--- config.mk ---
export PLATFORM = sky130hd
export DESIGN_NAME = enc_4to2
export DESIGN_NICKNAME = d
export VERILOG_FILES = /design/src/rtl/enc_4to2.sv
export SDC_FILE = /design/constraint.sdc
export NUM_CORES = 1
export LEC_CHECK = 0
export CAP_MARGIN = 5
export CORE_MARGIN = 2
export CORE_UTILIZATION = 45
export DETAILED_ROUTE_END_ITERATION = 8
export PLACE_DENSITY_LB_ADDON = 0.12
export SKIP_LAST_GASP = 1
export SLEW_MARGIN = 20
export SYNTH_ARGS = -nofsm -noshare
export SYNTH_HDL_FRONTEND = slang
export SYNTH_SLANG_ARGS = --single-unit
--- constraint.sdc ---
create_clock -name clk -period 1.7 [get_ports clk]
set_input_delay 0.34 -clock clk [delete_from_list [all_inputs] [get_ports clk]]
set_output_delay 0.34 -clock clk [all_outputs]
set_load 0.02 [all_outputs]
--- src/rtl/enc_4to2.sv ---
// Registered 4-to-2 priority encoder (a > b > c > d) with valid/err flags
// and a saturating count of multi-hot samples.
module enc_4to2 #(
    parameter int CNT_W = 8
) (
    input  logic             clk,
    input  logic             rst_n,
    input  logic             a,
    input  logic             b,
    input  logic             c,
    input  logic             d,
    output logic             e1,
    output logic             e0,
    output logic             valid,
    output logic             err,
    output logic [CNT_W-1:0] err_cnt
);

    logic [2:0] ones;
    logic       any_hi;
    logic       multi_hi;
    logic [1:0] code_nxt;

    always_comb begin
        ones     = 3'(a) + 3'(b) + 3'(c) + 3'(d);
        any_hi   = (ones != 3'd0);
        multi_hi = (ones > 3'd1);
        // All-low keeps the previously registered code
        code_nxt = {e1, e0};
        if (a)
            code_nxt = 2'b11;
        else if (b)
            code_nxt = 2'b10;
        else if (c)
            code_nxt = 2'b01;
        else if (d)
            code_nxt = 2'b00;
    end

    always_ff @(posedge clk or negedge rst_n) begin
        if (!rst_n) begin
            e1      <= 1'b0;
            e0      <= 1'b0;
            valid   <= 1'b0;
            err     <= 1'b0;
            err_cnt <= '0;
        end else begin
            {e1, e0} <= code_nxt;
            valid    <= any_hi;
            err      <= multi_hi;
            if (multi_hi && (err_cnt != {CNT_W{1'b1}}))
                err_cnt <= err_cnt + CNT_W'(1);
        end
    end

endmodule

; ---- After elaboration in Yosys (flattened, before gate mapping)
; Cells that the tools add are included.
[word_totals]
rom_bits = 0
reg_bits = 12
memories = 0
latch_bits = 0
ramBits = 0
inputBits = 6
elab_cells = 18
[classes]
n_mux = 4
n_bitwise = 0
n_shift = 0
n_reduce_logical = 3
mul = 0
order_cmp = 1
addsub = 4
n_eq_ne = 1
div_mod_pow = 0
[op_table]
columns = cell, count
row1 = "adder 8 x 1 -> 8 bit, second input constant", 1
row2 = two-way mux 2 bit, 4
row3 = "!= test 8 bit, second input constant", 1
row4 = nonzero test 4 bit, 1
row5 = adder 2 x 1 -> 3 bit, 1
row6 = adder 3 x 1 -> 3 bit, 1
row7 = "greater-than comparator 3 x 1 -> 1 bit, second input constant", 1
row8 = nonzero test 3 bit, 1
row9 = adder 1 x 1 -> 2 bit, 1
row10 = logical AND 1 bit, 1

; ---- Depth between registers and ports, before layout
[depth]
ltp_word = 5
mapped_depth = 11
ltp_nobuf = 11

; ---- Least setup slack after synthesis
; No wires, ideal clock.
[synth_path]
kind = input to register
start = input port a
end = register err_cnt[6]
setup_ns = 0.125
required_ns = 1.575
path_stages = 11
setup_slack_ns = -0.656
t_arrival_ns = 2.231
n_path_buf = 0
path_cell_list = inv_1 -> fa_1 -> inv_1 -> ha_1 -> inv_1 -> ha_1 -> nor2_1 -> mux2_4 -> inv_2 -> and3_1 -> mux2_2
[synth_between]
elab_chain_len = 5
[synth_rtl]
columns = element, line
row1 = from (decl), 8  ; input logic a,
row2 = adder 1 x 1 -> 2 bit, 25  ; ones = 3'(a) + 3'(b) + 3'(c) + 3'(d);
row3 = adder 2 x 1 -> 3 bit, 25
row4 = adder 3 x 1 -> 3 bit, 25
row5 = greater-than comparator 3 x 1 -> 1 bit, 27  ; multi_hi = (ones > 3'd1);
row6 = via multi_hi, 21  ; logic multi_hi;
row7 = logical AND 1 bit, 51  ; if (multi_hi && (err_cnt != {CNT_W{1'b1}}))
row8 = to (signal assigned), 52  ; err_cnt <= err_cnt + CNT_W'(1);
row9 = to (decl), 16  ; output logic [CNT_W-1:0] err_cnt
; The timed path passes the listed nets, and every way through them passes these cells.
; A chain may end at the register's enable or synchronous reset.

; ---- Final worst setup path
; Ends and elaborated chain as after synthesis.

==> metrics.md <==
| Metric | Value |
|---|---|
| Synth cell count leaders | dfrtp_1 (12), inv_1 (7), nand2_1 (6) |
| Via count | 551 |
| DRC viols | 0 |
| Tmin final | 2172 ps |
| Largest net degree at the start of global routing | 13 |
| Wire length per cell | 12.70 um |
| Synthesis-stage register bit count | 12 |
| Clock skew | 4.867 ps |
| DR vias/cell | 5.102 |
| YS warnings | 0 |
| Drt first pass iters | 3 |
| Post-synth EDFFs | 0 |
| PortBufs | 17 |
| Pins over their slew limit | 0 |
| Syn avg cell area | 10.73 sq um |
| Finished Layout Cells | 108 |
| Status | finished with violations |
| Clock power share | 11.5% |
| Vias in the first global route | 524 |
| Max IR drop VDD | 1.077 mV |
| Ant diodes | 0 |
| Register area share after synthesis | 45.89% |
| FFs w/ async S/R, synth | 100.0% |
| Syn Nets | 73 |
| Worst Tran Pin Value | 547.0 ps |
| Worst rel slew slack | 63.42% |
| Critical Path Source Type | primary input |
| Logic gate share of total power | 53.3% |
| Total GRT Usage | 15.99% |
| Crit path DAT | 2330 ps |
| PnR worst setup slack | -471.6 ps |
| Initial antenna violation count | 0 |
| Starting Density | 49.06% |
| Worst hold start | d |
| Sequential Power Share | 35.2% |
| Worst setup path start | a |
| Most frequent cell after synthesis | dfrtp_1 |
| H-tree depth | 1 |
| Power Dens Cells | 1400 nW/um^2 |
| Final HPWL DP | 967.6 um |
| Nets | 107 |
| Leading area contributor after synthesis | dfrtp_1 |
| Switching share of total power | 40.15% |
| Die width | 42.14 um |
| Period Utilization, post-route | 127.7% |
| Rows | 13 |
| DR iter-0 viols | 6 |
| CTS root buf | clkbuf_4 |
| Failing checks | negative setup slack |
| Grt total ovfl | 0 |
| Synthesis-to-layout area growth | 62.52% |
| Clock Path Buffers | 2 |
| CORE AREA | 1334 sq um |
| Fmax | 0.4605 GHz |
| Tot Pwr | 1.489 mW |
| Hold Crit Class | primary input to register |
| Final RePlAce weighted congestion | 0.7895 |
| Pint | 0.8909 mW |
| Final hold violations | 0 |
| Share of layout cells above drive strength 1 | 40.86% |
| R2r startpoint | err_cnt[0] |
| Synth Flop Type | dfrtp_1 |
| CTS Hold Bufs | 0 |
| Post-DRT Antenna Nets | 0 |
| LEAKAGE | 0.5109 nW |
| CP required | 1850 ps |
| Post-route cell area | 1064 sq um |
| R2R Setup Slk | 150 ps |
| First-pass GRT wire length | 2201 um |
| Post-DP Area | 945.9 sq um |
| TritonCTS clock tree | yes |
| Syn Std Cell Area | 654.4 sq um |
| Drt total wl | 1372 um |
| Clock slew at reported path FFs | 80 ps |
| Io pins | 18 |
| Type of destination of the critical path | register |
| CP max FO | 4 |
| Kind of critical path | primary input to register |
| Synth unique cells | 22 |
| DIE AREA | 1775 sq um |
| Placed Cells | 102 |
| Net Switching | 0.5978 mW |
| Instance count of the mapped netlist | 61 |
| Clk_lat worst skew | 260 ps |
| MaxCap Viol Count | 0 |
| Core Util, Final | 79.74% |
| Final setup viols | 10 |
| Setup TNS | -3141 ps |
| CTS Buf Count | 3 |
| Synth top area cells | dfrtp_1 (46%), ha_1 (9.6%), mux2_4 (4.6%), inv_1 (4.0%), mux2_2 (3.4%) |
| RSZ-0062 raised after global routing | yes |
| TritonCTS sink count | 12 |
| Top cell type's share of synthesized area | 45.89% |
| Die Ht | 42.14 um |
through the flow:
step                hold slack, ps  setup WS, ps
floorplan                    44.41        -613.8
global placement             457.5         -1266
detailed placement           466.7         -1294
CTS                          421.3        -537.8
global route                 364.6        -550.2
finish                       344.3        -471.6
what timing repair did:
action                                  4_1_cts  5_1_grt
pin swaps                                     6        5
buffers inserted                              5        1
gates resized for setup                      20       11
hold endpoints to repair                      0        0
endpoints found under the setup margin       10       14
layer usage:
layer  GRT usage [%]  up-vias  routed length (um)
li1                -      274                   -
met1           21.83      264                 642
met2           26.56       13                 662
met3           3.879        0                  66
met4           1.875        0                   0
met5               0        -                   0
critical path, stage by stage:
cell and delay (ps):
buf_8 80, inv_4 30, fa_1 470, inv_1 70
ha_2 190, inv_2 50, ha_4 250, nor2_2 30
mux2_4 290, inv_4 70, and3_4 170, mux2_4 290
power groups by stage:
stage          Combinational (mW)  Clock (mW)  Sequential, mW
4_1_cts                     0.784       0.177           0.515
3_3_place_gp                0.707           0           0.514
6_report                    0.793       0.172           0.524
5_1_grt                     0.845       0.188           0.543
2_1_floorplan               0.289           0           0.625
3_5_place_dp                0.718           0           0.518
final cells by class:
class | instances | area, sq um
Sequential cell | 12 | 300.3
Multi-Input combinational cell | 41 | 399.1
Tap cell | 15 | 18.77
Clock buffer | 3 | 22.52
Fill cell | 84 | 270.3
Timing Repair Buffer | 29 | 275.3
Inverter | 8 | 47.55
registers in the layout (all words and copies together), names as in the netlist:
signal,count
valid,1
err,1
err_cnt,8
e1,1
e0,1
worst paths after layout:
kind	depth (start not counted)	to
worst max-delay path	12	err_cnt[6]
worst min-delay path	4	e1
worst max register to register	5	err_cnt[6]
worst min register to register	2	e1
max in group asynchronous	1	err_cnt[3]
min in group asynchronous	1	err_cnt[6]
cell usage in the layout, fill, tap and decap left out:
cell type,synthesis,final
dfrtp_1,12,12
inv_12,0,1
a21oi_4,0,1
dlymetal6s2s_1,0,4
nand2_1,6,6
buf_8,0,2
clkbuf_4,0,3
and3_4,0,1
nand4_1,2,2
ha_1,5,2
ha_4,0,2
xnor2_1,2,2
o32a_1,1,1
nor4_4,0,1
nor2_1,3,2
nor3_2,0,1
nand2b_1,1,1
clkdlybuf4s50_1,0,10
o21ai_2,1,1
mux2_4,2,4
nor3_1,2,1
buf_4,0,12
inv_4,0,2
a41oi_2,0,1
nor2_2,0,1
inv_1,7,3
a21oi_1,2,1
and3_1,3,2
or3_2,1,1
ha_2,0,1
fa_1,1,1
inv_2,1,2
buf_2,0,1
xor2_1,2,2
nand3_1,3,3
cell families after synthesis:
group	count (synthesis)	share of synthesized area [%]
adders and majority gates	6	12.62
buffers and inverters	8	4.589
AOI/OAI and AO/OA	5	5.737
DFF	12	45.89
and+or+nand+nor	22	17.78
xor gates and xnor gates	4	5.355
muxes	4	8.031
Power figures use the tool's default switching activity.
